### config.mk
export PLATFORM = sky130hd
export DESIGN_NAME = runahead_queue
export DESIGN_NICKNAME = d
export VERILOG_FILES = /design/src/rtl/runahead_queue.sv
export SDC_FILE = /design/constraint.sdc
export NUM_CORES = 1
export LEC_CHECK = 0
export CORE_MARGIN = 3
export CORE_UTILIZATION = 40
export CTS_CLUSTER_SIZE = 30
export DETAILED_ROUTE_END_ITERATION = 6
export GPL_ROUTABILITY_DRIVEN = 0
export SLEW_MARGIN = 0
export SYNTH_ARGS = -nofsm -noshare
export SYNTH_HDL_FRONTEND = slang
export SYNTH_SLANG_ARGS = --single-unit
export TNS_END_PERCENT = 30
### constraint.sdc
create_clock -name clk -period 5.95 [get_ports clk]
set_clock_uncertainty 0.1 [all_clocks]
set_input_delay 1.19 -clock clk [delete_from_list [all_inputs] [get_ports clk]]
set_output_delay 1.19 -clock clk [all_outputs]
set_load 0.02 [all_outputs]
### src/rtl/runahead_queue.sv
// Runahead replay FIFO: holds instructions deferred by issue and re-offers them
// in program order, rotating blocked heads and parking after a fruitless pass.
module runahead_queue #(
    parameter int DATABITWIDTH = 16,
    parameter int DEPTH        = 8,
    parameter int PTRBITWIDTH  = 3
) (
    input  logic                    clk,
    input  logic                    sync_rst_n,
    input  logic                    clk_en,
    input  logic                    Flush,
    input  logic                    DrainRequest,
    input  logic                    Enq_Valid,
    output logic                    Enq_Ready,
    input  logic [DATABITWIDTH-1:0] Enq_Instruction,
    input  logic [3:0]              Enq_DestReg,
    output logic                    Deq_Valid,
    input  logic                    Deq_Ready,
    input  logic                    Deq_Requeue,
    output logic [DATABITWIDTH-1:0] Deq_Instruction,
    output logic [3:0]              Deq_DestReg,
    output logic [PTRBITWIDTH:0]    Count,
    output logic [1:0]              State
);

    typedef enum logic [1:0] {
        IDLE    = 2'b00,
        COLLECT = 2'b01,
        DRAIN   = 2'b10,
        PARKED  = 2'b11
    } state_t;

    localparam int EW = DATABITWIDTH + 4;
    localparam logic [PTRBITWIDTH:0] FULL = (PTRBITWIDTH + 1)'(DEPTH);
    localparam logic [PTRBITWIDTH:0] ONE  = (PTRBITWIDTH + 1)'(1);

    logic [EW-1:0]          mem [DEPTH];
    logic [PTRBITWIDTH-1:0] head;
    logic [PTRBITWIDTH-1:0] tail;
    logic [PTRBITWIDTH:0]   count;
    logic [PTRBITWIDTH:0]   rot_count;
    logic [PTRBITWIDTH:0]   rot_inc;
    state_t                 state;

    logic push;
    logic pop;
    logic requeue;
    logic wr_en;
    logic [EW-1:0] wr_data;
    logic [EW-1:0] head_entry;

    assign head_entry = mem[head];

    assign Enq_Ready = (count != FULL) && (state != DRAIN);
    assign Deq_Valid = (state == DRAIN) && (count != '0);

    assign Deq_Instruction = head_entry[EW-1:4];
    assign Deq_DestReg     = head_entry[3:0];
    assign Count           = count;
    assign State           = state;

    // Push and pop/requeue are mutually exclusive: pushes need !DRAIN,
    // dequeue activity needs DRAIN.
    assign push    = Enq_Valid && Enq_Ready;
    assign pop     = Deq_Valid && Deq_Ready;
    assign requeue = Deq_Valid && !Deq_Ready && Deq_Requeue;

    assign rot_inc = (rot_count == FULL) ? FULL : rot_count + ONE;

    assign wr_en = sync_rst_n && clk_en && !Flush && (push || requeue);
    assign wr_data = requeue ? head_entry
                             : {Enq_Instruction, Enq_DestReg};

    // Storage is deliberately left uninitialised on reset.
    always_ff @(posedge clk) begin
        if (wr_en) begin
            mem[tail] <= wr_data;
        end
    end

    always_ff @(posedge clk) begin
        if (!sync_rst_n) begin
            head      <= '0;
            tail      <= '0;
            count     <= '0;
            rot_count <= '0;
            state     <= IDLE;
        end else if (clk_en) begin
            if (Flush) begin
                head      <= '0;
                tail      <= '0;
                count     <= '0;
                rot_count <= '0;
                state     <= IDLE;
            end else begin
                if (push) begin
                    tail  <= tail + 1'b1;
                    count <= count + ONE;
                end
                if (pop) begin
                    head      <= head + 1'b1;
                    count     <= count - ONE;
                    rot_count <= '0;
                end
                // A full queue rewrites the slot it just vacated.
                if (requeue) begin
                    head <= head + 1'b1;
                    tail <= tail + 1'b1;
                    if (rot_inc == count) begin
                        rot_count <= '0;
                    end else begin
                        rot_count <= rot_inc;
                    end
                end
                unique case (state)
                    IDLE: begin
                        if (push) begin
                            state <= COLLECT;
                        end
                    end
                    COLLECT: begin
                        if (DrainRequest) begin
                            state <= DRAIN;
                        end
                    end
                    DRAIN: begin
                        if (pop && count == ONE) begin
                            state <= IDLE;
                        end else if (requeue && rot_inc == count) begin
                            state <= PARKED;
                        end
                    end
                    PARKED: begin
                        if (DrainRequest) begin
                            state <= DRAIN;
                        end
                    end
                    default: state <= IDLE;
                endcase
            end
        end
    end

endmodule

==> results.md <==
- The most common library cell in the layout ignoring fill and taps is sky130_fd_sc_hd__edfxtp_1.
- The via density per instance is 5.416.
- For this design the ratio of total power to cell area is 279.5 nW/um^2.
- The synthesis warning total is 0.
- Entering global routing, the biggest net connects 41 pins.
- The met2 track demand over resource in global routing is 24.82%.
- The later pin in the worst-skew pair is clocked with a latency of 420 ps.
- The total CTS buffers is 17.
- Clock-pin slew was measured on the worst setup and hold paths at 60 ps.
- Counting tap cells, the placed design contains a total of 672 instances.
- The final cell count without fillers is 704.
- The post-layout net count is 497.
- The arrival time at the worst endpoint is 3190 ps.
- No sink is reached through more buffers than the 2 on the longest clock path.
- In this run the critical register-to-register path is launched from Count[0]$_SDFFE_PN0P_.
- In the finished design, the share of the clock period the worst path needs comes to 75.36%.
- The die height is 142.4 um.
- The leakage power of the design is 2.714 nW.
- The final critical path time including I/O delays and setup is 4484 ps.
- The average instance area after synthesis is 18.80 um^2.
- The tightest min-delay check is of the reg -> reg type.
- The hold slack is 430.4 ps.
- The via count of the first global-routing pass is 4,056.
- After synthesis the netlist holds a flip-flop and latch count of 179.
- The number of nets still failing antenna checks after routing is 0.
- The number of top-level design ports is 56.
- During placement, the flow inserted port buffers numbering 55.
- The first global-routing pass estimated 22,620 um of wire.
- In this design, the largest share of critical-path delay is due to flip-flops.
- The floorplan step defined a die boundary enclosing 20,290 um^2.
- Counting every instance in the synthesized netlist gives 396.
- 0 antenna diodes ended up in the layout.
- The number of antenna violations at the first check in global routing came to 0.
- The highest-delay cell along the critical path is sky130_fd_sc_hd__dfxtp_2.
- The worst reg-to-reg setup slack is 2420 ps.
- Static timing analysis puts the maximum clock frequency at 223.0 MHz.
- The initial utilization of the core area, before any placement, comes to 41.03%.
- In this run the cell area of the synthesized design comes to 7446 um^2.
- The TritonCTS clock tree is yes.
- The H-tree generated during clock tree synthesis spans 4 levels.
- The proportion of synthesized chip area in sequential cells is 69.64%.
- The worst min-delay path startpoint is head[2]$_SDFFE_PN0N_.
- The worst setup path is of the reg -> out kind.
- STA puts the critical path data required time at 4660 ps.
- The number of DRC markers in iteration 0 is 223.
- The worst min-delay path endpoint is head[2]$_SDFFE_PN0N_.
- The routed wire length per instance is 20.20 um.
- The root buffer cell chosen for the clock tree is sky130_fd_sc_hd__clkbuf_16.
- The critical register-to-register path endpoint is mem[3][12]$_DFFE_PP_.
- VDD sags by at most 236.6 uV.
- Across the run, the number of max-cap violations was 0.
- The number of nets in the synthesized netlist is 431.
- The standard cell core area is 18,150 um^2.
- In this design, the stage delay of the slowest critical-path cell is 1060 ps.
- Setup repair after global routing left no endpoint under its margin.
- The sum of overflow across all layers after global routing is 0.
- The met1 track demand over resource is 19.49%.
- The detailed-route wire length is 14,220 um.
- The layer with the highest usage after global routing is met2.
- The combined global-route utilization of all metal layers is 14.98%.
- The post-detailed-placement half-perimeter wirelength is 8877 um.
- The count of clock tree sinks is 179.
- The setup total negative slack is 0 ps.
- Row generation in the floorplan step produced 49 rows.
- The buffer count from post-CTS setup fixing is 0.
- The kind of start point of the critical path is a flip-flop.
- Of the cells placed in the final design, the portion with a size suffix greater than 1 is 28.84%.
- Together, buffers and inverters on the worst path number 2.
- Before antenna repair, the detailed router went through 4 iterations.
- The hold violation count in the final report is 0.
- The width of the chip is 142.4 um.
- The cts-stage hold buffer count is 0.
- The number of enable flip-flop cells after synthesis is 160.
- In this run the tightest slew margin relative to its limit is 21.47%.
- For this run, the leading register cell type out of synthesis is sky130_fd_sc_hd__edfxtp_1.
- The run finished with clean final reports.
- In the global route stage, met3 resource usage came out at 3.663%.
- The number of gates resized after cts is 0.
- For the pin with the worst max-slew slack, the measured transition is 1176 ps.
- The total vias in the final route is 3,813.
- Along the worst path, the maximum fanout reaches 29.
- After detailed routing, the number of remaining DRC violations is 0.
- The count of cells along the worst register-to-register path is 8.
- The max-slew violation total from the final report is 0.
- The share of flip-flops with an asynchronous set or reset is 0%.
- The number of cells on the worst hold path is 2.
- Yosys mapped the design onto 52 distinct sky130hd cell types.
- The top cell types in the final layout, fill and taps aside, are 160 x sky130_fd_sc_hd__edfxtp_1, 55 x sky130_fd_sc_hd__clkdlybuf4s50_1, 40 x sky130_fd_sc_hd__mux4_2, 40 x sky130_fd_sc_hd__mux2_2.
- STA classifies the critical path endpoint as an output port.
- The filler cells instantiated in the layout total 1,516.
- The layout overhead on the synthesized area is 18.74%.
- The count of endpoints failing setup in the final report is 0.
- Traced cell by cell, the critical path runs through buf_4, mux4_2, mux2_2, clkdlybuf4s50_1.
- The post-route total power is 2.471 mW.
==> cell families (layout without fill, tap and decap cells) <==
logic type	count (synthesis)	in the layout	synth area share, %
muxes	83	83	18.55
xor gates and xnor gates	8	8	0.9411
DFF	179	179	69.64
adders and majority gates	7	7	1.176
buffers and inverters	24	103	1.361
AOI/OAI and AO/OA	32	32	2.974
and+or+nand+nor	63	63	5.361
==> how the worst max path moves through the flow <==
stage | start | endpoint | slack [ps] | cells past startpoint
floorplan | Deq_Ready | mem[2][0]$_DFFE_PP_ | 2390 | 4
global placement | Deq_Ready | mem[0][14]$_DFFE_PP_ | 1690 | 5
detailed placement | Deq_Ready | mem[1][14]$_DFFE_PP_ | 1690 | 5
CTS | flip-flop | Deq_Instruction[0] | 1350 | 4
global route | flip-flop | Deq_Instruction[0] | 1210 | 4
finish | flip-flop | Deq_Instruction[2] | 1470 | 4
==> layer usage <==
layer	part of all wire (%)	wire length, um
met1	45	6395
met2	51	7240
met3	3.2	452
met4	0.93	132
met5	0	0
==> worst register-to-register path: cells and delay by family (launching register included) <==
family	cells	cell delay (ps)
buf+inv	2	430
flops	1	510
simple gates	4	1630
fa+ha+maj	1	240
compound gates	1	320
==> sequential cells by signal, summed over array words and instances, names as in the netlist, named ones only <==
name,flops
rot_count,4
tail,3
Count,4
head,3
mem,160
State,2
==> where the power goes <==
part / total [mW] / switching (mW) / internal, mW
Clock: 0.999 / 0.462 / 0.537
Sequential: 1.38 / 0.00491 / 1.37
Combinational: 0.0944 / 0.0496 / 0.0448
Total: 2.47 / 0.516 / 1.95
==> cells in the mapped netlist (2+ instances only) <==
cell type | count | area, um^2
sky130_fd_sc_hd__ha_1 | 7 | 87.58
sky130_fd_sc_hd__buf_2 | 6 | 30.03
sky130_fd_sc_hd__nand2_1 | 10 | 37.54
sky130_fd_sc_hd__clkbuf_1 | 6 | 22.52
sky130_fd_sc_hd__nor3_1 | 2 | 10.01
sky130_fd_sc_hd__xor2_1 | 3 | 26.28
sky130_fd_sc_hd__nor3_2 | 3 | 30.03
sky130_fd_sc_hd__mux4_2 | 40 | 900.9
sky130_fd_sc_hd__or3_1 | 5 | 31.28
sky130_fd_sc_hd__nand3_1 | 5 | 25.02
sky130_fd_sc_hd__nand2b_1 | 4 | 25.02
sky130_fd_sc_hd__a22oi_1 | 2 | 15.01
sky130_fd_sc_hd__and2_1 | 2 | 12.51
sky130_fd_sc_hd__a21oi_1 | 5 | 25.02
sky130_fd_sc_hd__and3b_1 | 2 | 17.52
sky130_fd_sc_hd__dfxtp_1 | 19 | 380.4
sky130_fd_sc_hd__a21boi_1 | 2 | 15.01
sky130_fd_sc_hd__mux2i_1 | 3 | 30.03
sky130_fd_sc_hd__o21ai_0 | 7 | 35.03
sky130_fd_sc_hd__xnor2_1 | 5 | 43.79
sky130_fd_sc_hd__o21ai_1 | 4 | 20.02
sky130_fd_sc_hd__mux2_2 | 40 | 450.4
sky130_fd_sc_hd__o211ai_1 | 2 | 15.01
sky130_fd_sc_hd__nand3b_1 | 2 | 15.01
sky130_fd_sc_hd__buf_1 | 4 | 15.01
sky130_fd_sc_hd__edfxtp_1 | 160 | 4805
sky130_fd_sc_hd__nor2_1 | 13 | 48.80
sky130_fd_sc_hd__nor2b_1 | 3 | 18.77
sky130_fd_sc_hd__inv_1 | 7 | 26.28
==> through the flow <==
step / utilization (%) / setup slack (ps) / area [um^2]
floorplan: - / 2395 / 7446
CTS: 48.72 / 1348 / 8841
finish: 48.72 / 1466 / 8841
global route: 48.72 / 1213 / 8841
detailed placement: 45.77 / 1686 / 8305
global placement: 45.77 / 1685 / 8305
==> area by class of cell <==
cell class / instances / area (um^2) / share of cell area (%)
clock buffer: 18 / 429.2 / 4.854
clock inverter: 14 / 106.4 / 1.203
inverter: 7 / 26.28 / 0.2972
multi-input combinational: 193 / 2187 / 24.74
sequential: 179 / 5187 / 58.68
tap: 229 / 286.5 / 3.241
timing repair buffer: 64 / 618.1 / 6.991
No activity file was read; power rests on OpenSTA's default activity.
